<file path="config.mk">
export PLATFORM = sky130hd
export DESIGN_NAME = regfile_mp
export DESIGN_NICKNAME = d
export VERILOG_FILES = /design/src/rtl/regfile_pkg.sv /design/src/rtl/regfile_read_mux.sv /design/src/rtl/regfile_mp.sv
export SDC_FILE = /design/constraint.sdc
export NUM_CORES = 2
export LEC_CHECK = 0
export ABC_AREA = 0
export ABC_CLOCK_PERIOD_IN_PS = 5300
export CORE_MARGIN = 5
export CORE_UTILIZATION = 55
export CTS_BUF_LIST = sky130_fd_sc_hd__clkbuf_8
export CTS_CLUSTER_DIAMETER = 60
export CTS_CLUSTER_SIZE = 25
export DETAILED_ROUTE_END_ITERATION = 8
export PLACE_DENSITY_LB_ADDON = 0.15
export REMOVE_ABC_BUFFERS = 1
export SYNTH_ARGS = -nofsm -noshare
export SYNTH_HDL_FRONTEND = slang
export SYNTH_HIERARCHICAL = 1
export SYNTH_SLANG_ARGS = --single-unit
</file>
<file path="constraint.sdc">
create_clock -name clk -period 5.3 [get_ports clk]
set_input_delay 1.06 -clock clk [delete_from_list [all_inputs] [get_ports clk]]
set_output_delay 1.06 -clock clk [all_outputs]
set_load 0.005 [all_outputs]
</file>
<file path="src/rtl/regfile_pkg.sv">
// Shared types and helpers for the parametrised multi-port register file.
// Optional write-to-read bypass is selected with RF_BYPASS_EN (see regfile_read_mux).
package regfile_pkg;

  typedef enum logic {
    ST_INIT = 1'b0,
    ST_RUN  = 1'b1
  } state_e;

  localparam int INIT_ZERO  = 0;
  localparam int INIT_INDEX = 1;

  // Returns a 64-bit word; the caller casts it down to DATA_W.
  function automatic logic [63:0] init_value(input int mode, input logic [31:0] idx);
    return (mode == INIT_INDEX) ? {32'b0, idx} : 64'b0;
  endfunction

endpackage

</file>
<file path="src/rtl/regfile_read_mux.sv">
// One asynchronous read port: zero-register masking, INIT blanking and,
// when RF_BYPASS_EN is defined, same-cycle forwarding from the write ports.
module regfile_read_mux
  import regfile_pkg::*;
#(
  parameter int DATA_W   = 32,
  parameter int ADDR_W   = 5,
  parameter int DEPTH    = 32,
  parameter int NUM_WR   = 1,
  parameter int ZERO_REG = 1
) (
  input  logic                          run,
  input  logic [ADDR_W-1:0]             rd_addr,
  input  logic [DEPTH-1:0][DATA_W-1:0]  mem,
  input  logic [NUM_WR-1:0]             we,
  input  logic [NUM_WR-1:0][ADDR_W-1:0] wr_addr,
  input  logic [NUM_WR-1:0][DATA_W-1:0] wr_data,
  output logic [DATA_W-1:0]             rd_data
);

  logic is_zero;
  assign is_zero = (ZERO_REG != 0) && (rd_addr == '0);

  always_comb begin
    rd_data = '0;
    if (run && !is_zero) begin
      rd_data = mem[rd_addr];
`ifdef RF_BYPASS_EN
      // Ascending scan so the highest-index matching port wins.
      for (int k = 0; k < NUM_WR; k++)
        if (we[k] && (wr_addr[k] == rd_addr)) rd_data = wr_data[k];
`endif
    end
  end

`ifndef RF_BYPASS_EN
  logic unused_bypass;
  assign unused_bypass = ^{we, wr_addr, wr_data};
`endif

endmodule

</file>
<file path="src/rtl/regfile_mp.sv">
// Parametrised multi-port register file with hardware init sequencer and
// prioritised write ports. Optional bypass: define RF_BYPASS_EN.
module regfile_mp
  import regfile_pkg::*;
#(
  parameter int DATA_W    = 32,
  parameter int ADDR_W    = 5,
  parameter int NUM_RD    = 2,
  parameter int NUM_WR    = 1,
  parameter int ZERO_REG  = 1,
  parameter int INIT_MODE = 0
) (
  input  logic                       clk,
  input  logic                       rst,
  input  logic                       clr_req,
  input  logic [NUM_RD*ADDR_W-1:0]   rd_addr,
  output logic [NUM_RD*DATA_W-1:0]   rd_data,
  input  logic [NUM_WR-1:0]          we,
  input  logic [NUM_WR*ADDR_W-1:0]   wr_addr,
  input  logic [NUM_WR*DATA_W-1:0]   wr_data,
  output logic                       ready,
  output logic                       wr_conflict
);

  localparam int DEPTH = 2 ** ADDR_W;

  state_e                          state_q, state_d;
  logic [ADDR_W-1:0]               init_cnt_q, init_cnt_d;
  logic                            wr_conflict_q, wr_conflict_d;
  logic [DEPTH-1:0][DATA_W-1:0]    mem_q, mem_d;

  logic [NUM_WR-1:0][ADDR_W-1:0]   wa;
  logic [NUM_WR-1:0][DATA_W-1:0]   wd;
  logic [NUM_RD-1:0][ADDR_W-1:0]   ra;
  logic [NUM_RD-1:0][DATA_W-1:0]   rd_arr;
  logic [DATA_W-1:0]               init_word;

  assign wa          = wr_addr;
  assign wd          = wr_data;
  assign ra          = rd_addr;
  assign rd_data     = rd_arr;
  assign ready       = (state_q == ST_RUN);
  assign wr_conflict = wr_conflict_q;
  assign init_word   = DATA_W'(init_value(INIT_MODE, 32'(init_cnt_q)));

  function automatic logic writable(input logic [ADDR_W-1:0] a);
    return !((ZERO_REG != 0) && (a == '0));
  endfunction

  always_comb begin
    state_d       = state_q;
    init_cnt_d    = init_cnt_q;
    mem_d         = mem_q;
    wr_conflict_d = 1'b0;
    case (state_q)
      ST_INIT: begin
        mem_d[init_cnt_q] = init_word;
        init_cnt_d        = init_cnt_q + ADDR_W'(1);
        if (init_cnt_q == ADDR_W'(DEPTH - 1)) state_d = ST_RUN;
      end
      ST_RUN: begin
        if (clr_req) begin
          // Writes in the clear cycle are discarded along with the contents.
          state_d    = ST_INIT;
          init_cnt_d = '0;
        end else begin
          for (int k = 0; k < NUM_WR; k++)
            if (we[k] && writable(wa[k])) mem_d[wa[k]] = wd[k];
          for (int i = 0; i < NUM_WR; i++)
            for (int j = i + 1; j < NUM_WR; j++)
              if (we[i] && we[j] && (wa[i] == wa[j]) && writable(wa[i]))
                wr_conflict_d = 1'b1;
        end
      end
      default: begin
        state_d    = ST_INIT;
        init_cnt_d = '0;
      end
    endcase
  end

  always_ff @(posedge clk) begin
    if (rst) begin
      state_q       <= ST_INIT;
      init_cnt_q    <= '0;
      wr_conflict_q <= 1'b0;
    end else begin
      state_q       <= state_d;
      init_cnt_q    <= init_cnt_d;
      wr_conflict_q <= wr_conflict_d;
    end
  end

  // Storage is deliberately not reset; the init sequencer defines it.
  always_ff @(posedge clk) mem_q <= mem_d;

  for (genvar p = 0; p < NUM_RD; p++) begin : g_rd
    regfile_read_mux #(
      .DATA_W  (DATA_W),
      .ADDR_W  (ADDR_W),
      .DEPTH   (DEPTH),
      .NUM_WR  (NUM_WR),
      .ZERO_REG(ZERO_REG)
    ) u_rd (
      .run    (ready),
      .rd_addr(ra[p]),
      .mem    (mem_q),
      .we     (we),
      .wr_addr(wa),
      .wr_data(wd),
      .rd_data(rd_arr[p])
    );
  end

endmodule

</file>
==> flow_summary.yaml <==
synth:
  syn_inst: 4384
  yosys_warnings: 6
  synth_edf_count: 1024
  ys_seq_area_share_pct: 51.4
  syn_avg_cell_area_um2: 13.7
  synth_cell_types: 54
  synth_area_mm2: 0.0601
  ys_seq_elements: 1030
  synth_flop_cell: "edfxtp_1"
  async_reset_ff_share_pct: 0
critical_path:
  endpoint_kind: "primary output"
  crit_arrival_ps: 4320
  critPathKind: "input port to primary output"
  worstSetupStartpointType: "input port"
  worst-path-max-fanout: 37
  cp_data_required_time_ps: 4240
  rr_worst_depth: 4
timing:
  finalCritPeriodShare_pct: 101
  rsz0062_at_grt: "no"
  holdWs_ps: 559
  drv_slew: 0
  fin_ws_ps: -75.7
  finalCriticalPeriod_ps: 5380
  setup_viol: 1
  max_slew.worst_pin.slew_ps: 1150
  finClkSkew_ps: 53.9
  fmax_mhz: 186
  timing.slew.headroom_pct: 23.1
  hold_viol: 0
power:
  vdd_drop_max_mv: 0.198
  leakagePower_nw: 24.2
  power_density_mw_per_mm2: 252
flow_run:
  cap_violations: 0
global_routing:
  grt_pass1_vias: 45000
  grt_max_degree: 60
  met3_usage_pct: 18.1
  grt.overflow.total: 0
  antenna_found_initial: 11
  grt_pass1_wl_um: 345000
  groute.layer.met2.usage_pct: 57.6
  met1_usage_pct: 53.1
  track_usage_pct: 41.3
  top_usage_layer: "met2"
finish:
  final_cell_mix: "edfxtp_1 (1024), o2bb2ai_1 (704), mux2i_1 (512)"
  fill_cells: 8449
  multiInputGateArea_mm2: 0.0272
  layout-drive-gt1-share_pct: 18.9
  nets: 4410
  regArea_mm2: 0.0309
  syn_to_final_growth_pct: 9.97
  fin_area_mm2: 0.0661
  final_common_cell: "edfxtp_1"
clock_tree:
  clockBufferDepth: 3
  clk_latency_ps: 820
  cts.sinks: 1030
  cts.clk_slew.worst_paths_ps: 110
  cts_tree: "built"
  post_cts_buffers: 0
  numCtsBuffers: 99
  cts-hold-fix-buffers: 0
  root_buffer: "clkbuf_8"
  htree_levels: 3
route:
  first_pass_iters: 7
  routed_wl_um: 248000
  ant_nets: 0
  num_vias: 47200
  drtIter0Drc: 7756
  drc: 0
  via_per_inst: 8.06
  wl_per_cell_um: 42.2
floorplanning:
  ios: 117
  die_area_mm2: 0.116
  rows: 121
  fp.dieW_um: 341
  start_util_pct: 55.3
  die_height_um: 341
  core-area_mm2: 0.109
placed_design:
  dp_hpwl_um: 151000
  port_buffers: 115
  place_area_mm2: 0.0637
  gp_congestion: 0.984
hold_path:
  holdPathStages: 2
  hp-class: "flip-flop to flip-flop"
outcome:
  status: "finished, violations left"
  violations: "negative setup slack"
## critical path, cell delays in order
cell	delay, ps
buf_8	350
buf_4	290
mux4_1	610
mux2_2	330
a221oi_2	770
buf_4	240
a211oi_1	60
clkdlybuf4s50_1	490
## layer usage
layer	part of all wire, %	up-vias
li1	-	18400
met1	34	23500
met2	41	4390
met3	17	938
met4	8.1	4
met5	0.057	-
## cells by family after synthesis
kind of cell | count (synthesis) | share of synthesized area [%]
flops | 1030 | 51.4
mux | 832 | 19.9
other cells | 1 | 0.00624
compound gates | 1482 | 20.3
simple gates | 482 | 3.75
buf+inv | 552 | 4.59
fa+ha+maj | 5 | 0.104
## where the power goes
part	leakage, nW	total, mW	switching (mW)	internal (mW)
Sequential	12.1	9.08	0.110	8.97
Combinational	10.9	1.68	1.06	0.626
Clock	1.17	5.89	3.60	2.29
## flip-flops by register name (all words and copies together), names as in the netlist
name        cells
init_cnt_q      5
ready           1
mem_q        1024
## timing repair
action | in CTS | in global routing
setup endpoints to repair | 2 | 1
cloned | 0 | 0
gates resized for setup | 2 | 1
## area by class of cell
type	instances	area share, %
sequential	1030	46.7
multi-input combinational	2802	41.2
timing repair buffer	416	5.78
tap	1414	2.68
clock buffer	100	2.08
clock inverter	87	1.54
inverter	5	0.0284
antenna	7	0.0265
## cells in the mapped netlist, types with 4 or more instances
library cell  number  share of area (%)
ha_1               5               0.10
buf_4             82                1.0
a21o_1             4              0.050
a22oi_1           64               0.80
a221oi_2          24               0.60
and2b_1            4              0.050
o2bb2ai_1        704                 10
dfxtp_1            6               0.20
a211oi_1          65               0.81
a31oi_4            4               0.14
edfxtp_1        1024                 51
o21ai_0          151                1.3
nand4_1           65               0.68
o221ai_1         128                1.9
mux2i_1          512                8.5
o21ai_1            8              0.067
nand2_1          323                2.0
a21oi_2            8               0.12
nor2_1            10              0.062
buf_2            165                1.4
inv_1              4              0.025
a221oi_1          40               0.58
a22o_1           192                2.8
mux2_2            64                1.2
buf_6             23               0.43
clkbuf_1         247                1.5
nor2b_1           12               0.12
a21oi_1           72               0.60
nand3b_1           5              0.062
or3b_1             4              0.058
mux4_1            96                4.2
and2_1            33               0.34
a31oi_2           10               0.21
buf_1             29               0.18
mux4_2           160                6.0
and2_0             7              0.073
## final timing paths
kind              slack [ps]                       start                         end
setup reg to reg        2220            ready$_SDFF_PP0_        mem_q[903]$_DFFE_PP_
hold / removal           560  init_cnt_q[0]$_SDFFE_PP0P_  init_cnt_q[3]$_SDFFE_PP0P_
hold reg to reg          560  init_cnt_q[0]$_SDFFE_PP0P_  init_cnt_q[3]$_SDFFE_PP0P_
setup / recovery         -80                  rd_addr[0]                 rd_data[21]
## metrics by stage
step	utilization, %	std cells	setup WS [ps]	total power [mW]	TNS (ps)
floorplan	-	3837	-572	9.95	-515070
global placement	58.6	5667	-278	10.8	-340
detailed placement	58.6	5667	-291	10.9	-331
CTS	60.8	5854	16.1	16.6	0
global route	60.8	5855	6.36	17.0	0
finish	60.8	5861	-75.7	16.7	-75.7
Power figures use the tool's default switching activity.
